<file path="src/rtl/toll_gate_seq_ctrl.sv">
// Toll-lane sequencer for several vehicles in the lane at once: time measure, E-pass decision and barrier control.
// Vehicle counters wrap, so a vehicle is pending whenever two counters differ.
`timescale 1ns/1ps

module toll_gate_seq_ctrl #(
  parameter int CNT_W   = 4,
  parameter int TMO_W   = 16,
  parameter int TMO_CYC = 1000
) (
  input  logic             clk,
  input  logic             reset_n,
  input  logic             sensor1,
  input  logic             sensor2,
  input  logic             sensor3,
  input  logic [1:0]       valid_epass,
  input  logic             enable,
  output logic             init,
  output logic             count,
  output logic             cal,
  output logic             dis,
  output logic             up,
  output logic             down,
  output logic             err,
  output logic             ovf,
  output logic [CNT_W-1:0] occupancy
);

  typedef enum logic [1:0] {S_IDLE, S_TIMING, S_DECIDE, S_HOLD} state_t;

  localparam logic [CNT_W-1:0] OCC_MAX  = '1;
  localparam logic [TMO_W-1:0] TMO_LAST = TMO_W'(TMO_CYC - 1);

  state_t           state, state_nxt;
  logic [CNT_W-1:0] in_cnt, meas_cnt, out_cnt, dec_cnt, auth_cnt;
  logic [CNT_W-1:0] out_cnt_inc;
  logic [TMO_W-1:0] timer;
  logic             gate_open;
  logic             s1_d, s2_d, s3_d;
  logic             rise1, rise2, fall3;
  logic             lane_full;
  logic             authorise, verdict, timeout, down_qual;

  assign rise1       = sensor1 & ~s1_d;
  assign rise2       = sensor2 & ~s2_d;
  assign fall3       = ~sensor3 & s3_d;
  assign occupancy   = in_cnt - out_cnt;
  assign lane_full   = (occupancy == OCC_MAX);
  assign out_cnt_inc = out_cnt + 1'b1;
  // The barrier closes only once the most recently authorised vehicle has left.
  assign down_qual   = fall3 & gate_open & (out_cnt_inc == auth_cnt);

  always_comb begin
    // NOTE: every signal written here gets a default first, so no path leaves it unassigned and no latch is inferred.
    state_nxt = state;
    authorise = 1'b0;
    verdict   = 1'b0;
    timeout   = 1'b0;
    unique case (state)
      S_IDLE:   if (in_cnt != dec_cnt) state_nxt = S_TIMING;
      S_TIMING: if (meas_cnt != dec_cnt) state_nxt = S_DECIDE;
      S_DECIDE: begin
        // A verdict on the final timeout cycle takes priority over the timeout.
        if (valid_epass == 2'b10) begin
          authorise = 1'b1;
          verdict   = 1'b1;
          state_nxt = S_IDLE;
        end else if (valid_epass == 2'b01) begin
          verdict   = 1'b1;
          state_nxt = S_HOLD;
        end else if (timer == TMO_LAST) begin
          timeout   = 1'b1;
          verdict   = 1'b1;
          state_nxt = S_HOLD;
        end
      end
      S_HOLD: begin
        if (enable) begin
          authorise = 1'b1;
          state_nxt = S_IDLE;
        end
      end
      default: state_nxt = S_IDLE;
    endcase
  end

  always_ff @(posedge clk) begin
    // NOTE: all state updates use non-blocking assignments so every register samples pre-edge values.
    if (!reset_n) begin
      state     <= S_IDLE;
      s1_d      <= 1'b0;
      s2_d      <= 1'b0;
      s3_d      <= 1'b0;
      in_cnt    <= '0;
      meas_cnt  <= '0;
      out_cnt   <= '0;
      dec_cnt   <= '0;
      auth_cnt  <= '0;
      timer     <= '0;
      gate_open <= 1'b0;
      ovf       <= 1'b0;
      init      <= 1'b1;
      count     <= 1'b0;
      cal       <= 1'b0;
      dis       <= 1'b0;
      up        <= 1'b0;
      down      <= 1'b0;
      err       <= 1'b0;
    end else begin
      s1_d  <= sensor1;
      s2_d  <= sensor2;
      s3_d  <= sensor3;
      state <= state_nxt;
      init  <= (state_nxt == S_IDLE);
      count <= (state_nxt == S_TIMING);
      cal   <= (state_nxt == S_DECIDE);
      dis   <= (state_nxt == S_HOLD);
      err   <= timeout;
      up    <= 1'b0;
      down  <= 1'b0;

      if (rise1) begin
        if (lane_full) ovf <= 1'b1;
        else           in_cnt <= in_cnt + 1'b1;
      end
      if (rise2)   meas_cnt <= meas_cnt + 1'b1;
      if (fall3)   out_cnt  <= out_cnt_inc;
      if (verdict) dec_cnt  <= dec_cnt + 1'b1;

      if (state == S_TIMING)      timer <= '0;
      else if (state == S_DECIDE) timer <= timer + 1'b1;

      // Authorisation outranks a same-cycle exit: the gate stays open with no pulse.
      if (authorise) begin
        auth_cnt <= auth_cnt + 1'b1;
        if (!gate_open) begin
          up        <= 1'b1;
          gate_open <= 1'b1;
        end
      end else if (down_qual) begin
        down      <= 1'b1;
        gate_open <= 1'b0;
      end
    end
  end

endmodule
</file>
<file path="config.mk">
export PLATFORM = sky130hd
export DESIGN_NAME = toll_gate_seq_ctrl
export DESIGN_NICKNAME = d
export VERILOG_FILES = /design/src/rtl/toll_gate_seq_ctrl.sv
export SDC_FILE = /design/constraint.sdc
export NUM_CORES = 1
export LEC_CHECK = 0
export BUFFER_PORTS_ARGS = -buffer_cell sky130_fd_sc_hd__clkbuf_2
export CORE_ASPECT_RATIO = 0.8
export CORE_MARGIN = 4
export CORE_UTILIZATION = 31
export DETAILED_ROUTE_END_ITERATION = 7
export SYNTH_ARGS = -nofsm -noshare
export SYNTH_HDL_FRONTEND = slang
export SYNTH_SLANG_ARGS = --single-unit
</file>
<file path="constraint.sdc">
create_clock -name clk -period 2 [get_ports clk]
set_clock_uncertainty 0.1 [all_clocks]
set_input_delay 0.3 -clock clk [delete_from_list [all_inputs] [get_ports clk]]
set_output_delay 0.3 -clock clk [all_outputs]
set_load 0.05 [all_outputs]
</file>
### Word-level counts from Yosys, hierarchy flattened

Cells that the tools add are included.

* add/subtract/negate cells: 7
* multipliers: 0
* div/mod/pow operators: 0
* $lt $le $gt $ge: 0
* equal/unequal tests: 13
* shift operators: 0
* multiplexer cells: 18
* bitwise operators: 11
* reduce and logical (&&, ||, !) cells: 9

Operator list (count)
* adder 4 x 1 -> 4 bit, second input constant: 5
* adder 16 x 1 -> 16 bit, second input constant: 1
* == test 16 x 10 -> 1 bit, second input constant: 1
* 2-to-1 mux 2 bit: 6
* == test 2 bit, second input constant: 5
* 2-to-1 mux 1 bit: 10
* inequality test 4 bit: 2
* case mux 2 bit (4 select lines): 1
* == test 2 x 1 -> 1 bit, second input constant: 3
* inverter 1 bit: 6
* AND reduction 2 bit: 3
* AND 1 bit: 5
* == test 4 bit: 1
* == test 4 bit, second input constant: 1
* zero test 2 bit: 2
* OR reduction 2 bit: 2
* OR reduction 4 bit: 1
* subtractor 4 bit: 1
* case mux 1 bit (2 select lines): 1
* nonzero test 2 bit: 1

* bits in registers: 50
* bits in latches: 0
* bits in writable memories: 0
* ROM bits: 0
* input port bits: 8
* output and inout port bits: 12
* word-level logic and storage cells: 77
* memories: 0

### Logic depth before layout (Yosys ltp)

* depth after elaboration: 6
* depth in mapped cells: 9

### Worst setup path after synthesis

Ideal clock, no wire load.

* kind: flip-flop to flip-flop
* start point: reg out_cnt[0]
* end point: reg in_cnt[0]
* arrival: 2632 ps
* data required time: 1785 ps
* path slack: -847 ps
* stages on the path, launching flop included: 9
* path buffers: 0
* period minus slack after synthesis: 2847 ps
* path through: dfxtp_1 > ha_1 > inv_1 > fa_1 > xor2_1 > nand3_1 > o311a_1 > xnor2_1 > and2_1

* cells in the longest elaborated chain, start to end: 4

Ends and longest elaborated chain
* from (decl): RTL line 34 `logic [CNT_W-1:0] in_cnt, meas_cnt, out_cnt, dec_cnt, auth_cnt;`
* from (signal assigned): RTL line 126 `if (fall3) out_cnt <= out_cnt_inc;`
* subtractor 4 bit: RTL line 46 `assign occupancy = in_cnt - out_cnt;`
* named net occupancy[2]: RTL line 25 `output logic [CNT_W-1:0] occupancy`
* == test 4 bit: RTL line 47 `assign lane_full = (occupancy == OCC_MAX);`
* inverter 1 bit (no line)
* AND reduction 2 bit (no line)
* to (signal assigned): RTL line 123 `else in_cnt <= in_cnt + 1'b1;`
* to (decl): RTL line 34

The timed path passes the listed nets, and every way through them passes these cells.
A chain may end at the register's enable or synchronous reset.

### Worst setup path after layout

* start point: reg in_cnt[0]
* end point: out occupancy[2]

* cells in the longest elaborated chain, start to end: 1

Ends and longest elaborated chain (RTL line)
* subtractor 4 bit: 46
* to (decl): 25

Every way passes these cells.

==> flow_metrics.env <==
export IMPL_outcome="finished with violations"
export IMPL_violations="setup timing"
export IMPL_area_growth_syn_to_layout_pct=25.15
export IMPL_grt_pass1_vias=1688
export IMPL_routed_wl_um=4524
export IMPL_period_share_pct=103.4
export IMPL_cts_tree="done"
export IMPL_synth_area_per_cell_um2=9.248
export IMPL_critPathKind="reg -> out"
export IMPL_worstSetupStartpointType="register"
export IMPL_critPathSlowestCell="fa_2"
export IMPL_grt_max_degree=28
export IMPL_start_util_pct=32.44
export IMPL_routed_via_density=4.402
export IMPL_required_ps=1600
export IMPL_slew_violations=0
export IMPL_hp_class="in -> reg"
export IMPL_route_vias_total=1796
export IMPL_dp_cells=398
export IMPL_rows=28
export IMPL_ys_ff_latch=50
export IMPL_timing_fmax_mhz=483.4
export IMPL_p_leak_uw=0.001217
export IMPL_crit_path_frequent_cell="inv_2"
export IMPL_cts_root_buf="clkbuf_8"
export IMPL_num_io_pins=20
export IMPL_antenna_found_initial=0
export IMPL_antennaDiodeCount=0
export IMPL_fillers=770
export IMPL_maxCapViolCount=0
export IMPL_arrival_ps=1670
export IMPL_slew_headroom_pct=63.20
export IMPL_cts_sinks=50
export IMPL_slowest_delay_ps=370
export IMPL_port_buffers=19
export IMPL_gp_congestion=0.7520
export IMPL_cp_cell_sequence="inv_2, ha_4, inv_2, fa_2, xor2_4, buf_6, clkbuf_16"
export IMPL_dpl_hpwl_um=3264
export IMPL_drt_pass1_iter_count=4
export IMPL_grt_overflow_total=0
export IMPL_rsz0062_at_grt="true"
export IMPL_insertion_delay_ps=300
export IMPL_cellPowerDensity_nw_per_um2=728.3
export IMPL_drt_initial_drc_count=60
export IMPL_tightest_slew_ps=550.7
export IMPL_drc=0
export IMPL_final_setup_worst_slack_ps=-68.84
export IMPL_fin_crit_ps=2069
export IMPL_wl_per_cell_um=11.09
export IMPL_worst_path_max_fanout=2
export IMPL_core_um2=7497
export IMPL_hold_viol=0
export IMPL_yosysUniqueCellTypes=39
export IMPL_syn_area_um2=2432
export IMPL_whs_ps=115.7
export IMPL_ys_seq_area_share_pct=41.15
export IMPL_cts_max_path_buffers=2
export IMPL_multi_input_area_um2=1470
export IMPL_synth_fp_nets=283
export IMPL_die_w_um=107.0
export IMPL_ant_nets=0
export IMPL_final_cells=408
export IMPL_drive_gt1_share_pct=23.10
export IMPL_grtUsageTotal_pct=10.26
export IMPL_ys_warn_count=0
export IMPL_nets=322
export IMPL_die_area_um2=9336
export IMPL_peakVddDrop_uv=338.5
export IMPL_htreeDepth=2
export IMPL_grt_pass1_wl_um=7790
export IMPL_seq_area_um2=1007
export IMPL_cp_end_kind="output port"
export IMPL_synthCells=263
export IMPL_die_y_um=87.23
export IMPL_finalSetupViolCount=2
export IMPL_cts_buffers=5
export IMPL_clk_pin_slew_ps=90
## final timing paths
kind,from,to,slack [ps],depth (start not counted)
max reg2reg,in_cnt[0],in_cnt[0],-30,8
max,in_cnt[0],occupancy[2],-70,7
min reg2reg,ovf,ovf,370,1
min,sensor2,s2_d,120,2
## cells in the final DEF (no fill, tap or decap), drive strengths merged, types with 3 or more instances in the layout
cell / instances
a21boi: 4
a21oi: 9
and2: 14
buf: 21
clkbuf: 22
dfxtp: 50
ha: 11
inv: 12
mux2i: 8
nand2: 22
nand2b: 7
nand3: 9
nand4: 9
nor2: 21
nor2b: 9
nor3: 6
nor4: 4
o21ai: 3
or3: 3
xnor2: 21
xor2: 19
## cell type report
class,count,share of cell area [%]
clock buffer,5,2.261
clock inverter,3,1.439
timing repair buffer,38,9.248
inverter,11,1.356
multi-input combinational,196,48.29
sequential,50,33.09
tap,105,4.316
## critical path, delay by kind of cell (launching register included)
family                   cells  cell delay (ps)
XOR/XNOR                     1              170
buffers and inverters        4              370
adder cells (fa/ha/maj)      2              490
flip-flops                   1              330
## synthesized netlist by cell type
master | n | area share, %
a211o_1 | 1 | 0.36
a21boi_0 | 4 | 1.2
a21o_1 | 1 | 0.31
a21oi_1 | 8 | 1.6
a21oi_2 | 1 | 0.36
and2_1 | 12 | 3.1
and2_2 | 2 | 0.62
and2b_1 | 1 | 0.31
and3_1 | 2 | 0.51
and4_1 | 2 | 0.72
buf_4 | 1 | 0.31
buf_6 | 1 | 0.46
clkbuf_1 | 4 | 0.62
dfxtp_1 | 50 | 41
fa_1 | 1 | 0.82
ha_1 | 11 | 5.7
inv_1 | 11 | 1.7
mux2i_1 | 8 | 3.3
nand2_1 | 22 | 3.4
nand2b_1 | 6 | 1.5
nand2b_4 | 1 | 0.57
nand3_1 | 9 | 1.9
nand3b_1 | 2 | 0.62
nand4_1 | 9 | 2.3
nor2_1 | 21 | 3.2
nor2b_1 | 9 | 2.3
nor3_1 | 6 | 1.2
nor3b_1 | 2 | 0.62
nor4_1 | 3 | 0.77
nor4_2 | 1 | 0.51
nor4bb_1 | 2 | 0.82
o21a_1 | 1 | 0.31
o21ai_0 | 3 | 0.62
o311a_1 | 1 | 0.41
o31ai_1 | 1 | 0.31
or3_1 | 2 | 0.51
or3_4 | 1 | 0.46
xnor2_1 | 21 | 7.6
xor2_1 | 19 | 6.8
## sequential cells by signal, summed over array words and instances (netlist names), 2 cells and up
signal    flops
meas_cnt      4
auth_cnt      4
state         2
timer        16
dec_cnt       4
out_cnt       4
in_cnt        4
## per-layer routing
metal	vias to the layer above	wire length [um]	global-route usage, %
met4	0	41	3.600
met1	811	2310	14.49
met3	2	110	2.001
li1	961	-	-
met5	-	0	0
met2	22	2061	15.62
## metrics by stage
| step | TNS, ps | utilization, % | power [uW] | instance area, um^2 | setup WS, ps |
|---|---|---|---|---|---|
| after floorplan | -1272 | - | 1379 | 2490 | -315.2 |
| after global placement | -33.46 | 37.48 | 1470 | 2810 | -29.37 |
| after detailed placement | -166.8 | 37.48 | 1476 | 2810 | -73.02 |
| after CTS | -136.9 | 39.87 | 2223 | 2989 | -76.85 |
| after global routing | -577.4 | 40.60 | 2324 | 3044 | -148.3 |
| final | -102.4 | 40.60 | 2217 | 3044 | -68.84 |
## cell families (layout without fill, tap and decap cells)
group | count (synthesis) | in the layout | synth area share, %
compound gates | 21 | 21 | 5.556
xor+xnor | 40 | 40 | 14.40
fa+ha+maj | 12 | 12 | 6.481
buf+inv | 17 | 57 | 3.086
flops | 50 | 50 | 41.15
mux | 8 | 8 | 3.292
simple gates | 115 | 115 | 26.03
## power by group
group          internal (uW)  total [uW]  switching (uW)
combinational            172         428             256
sequential              1040        1070            32.8
clock                    373         721             347
total                   1580        2220             636
## repair_timing
| action | 4_1_cts | 5_1_grt |
|---|---|---|
| endpoints found under the setup margin | 7 | 14 |
| pin swaps | 3 | 6 |
| hold buffers | 0 | 0 |
| resized for setup | 13 | 9 |
| buffers inserted | 0 | 2 |
No activity file was read; power rests on OpenSTA's default activity.
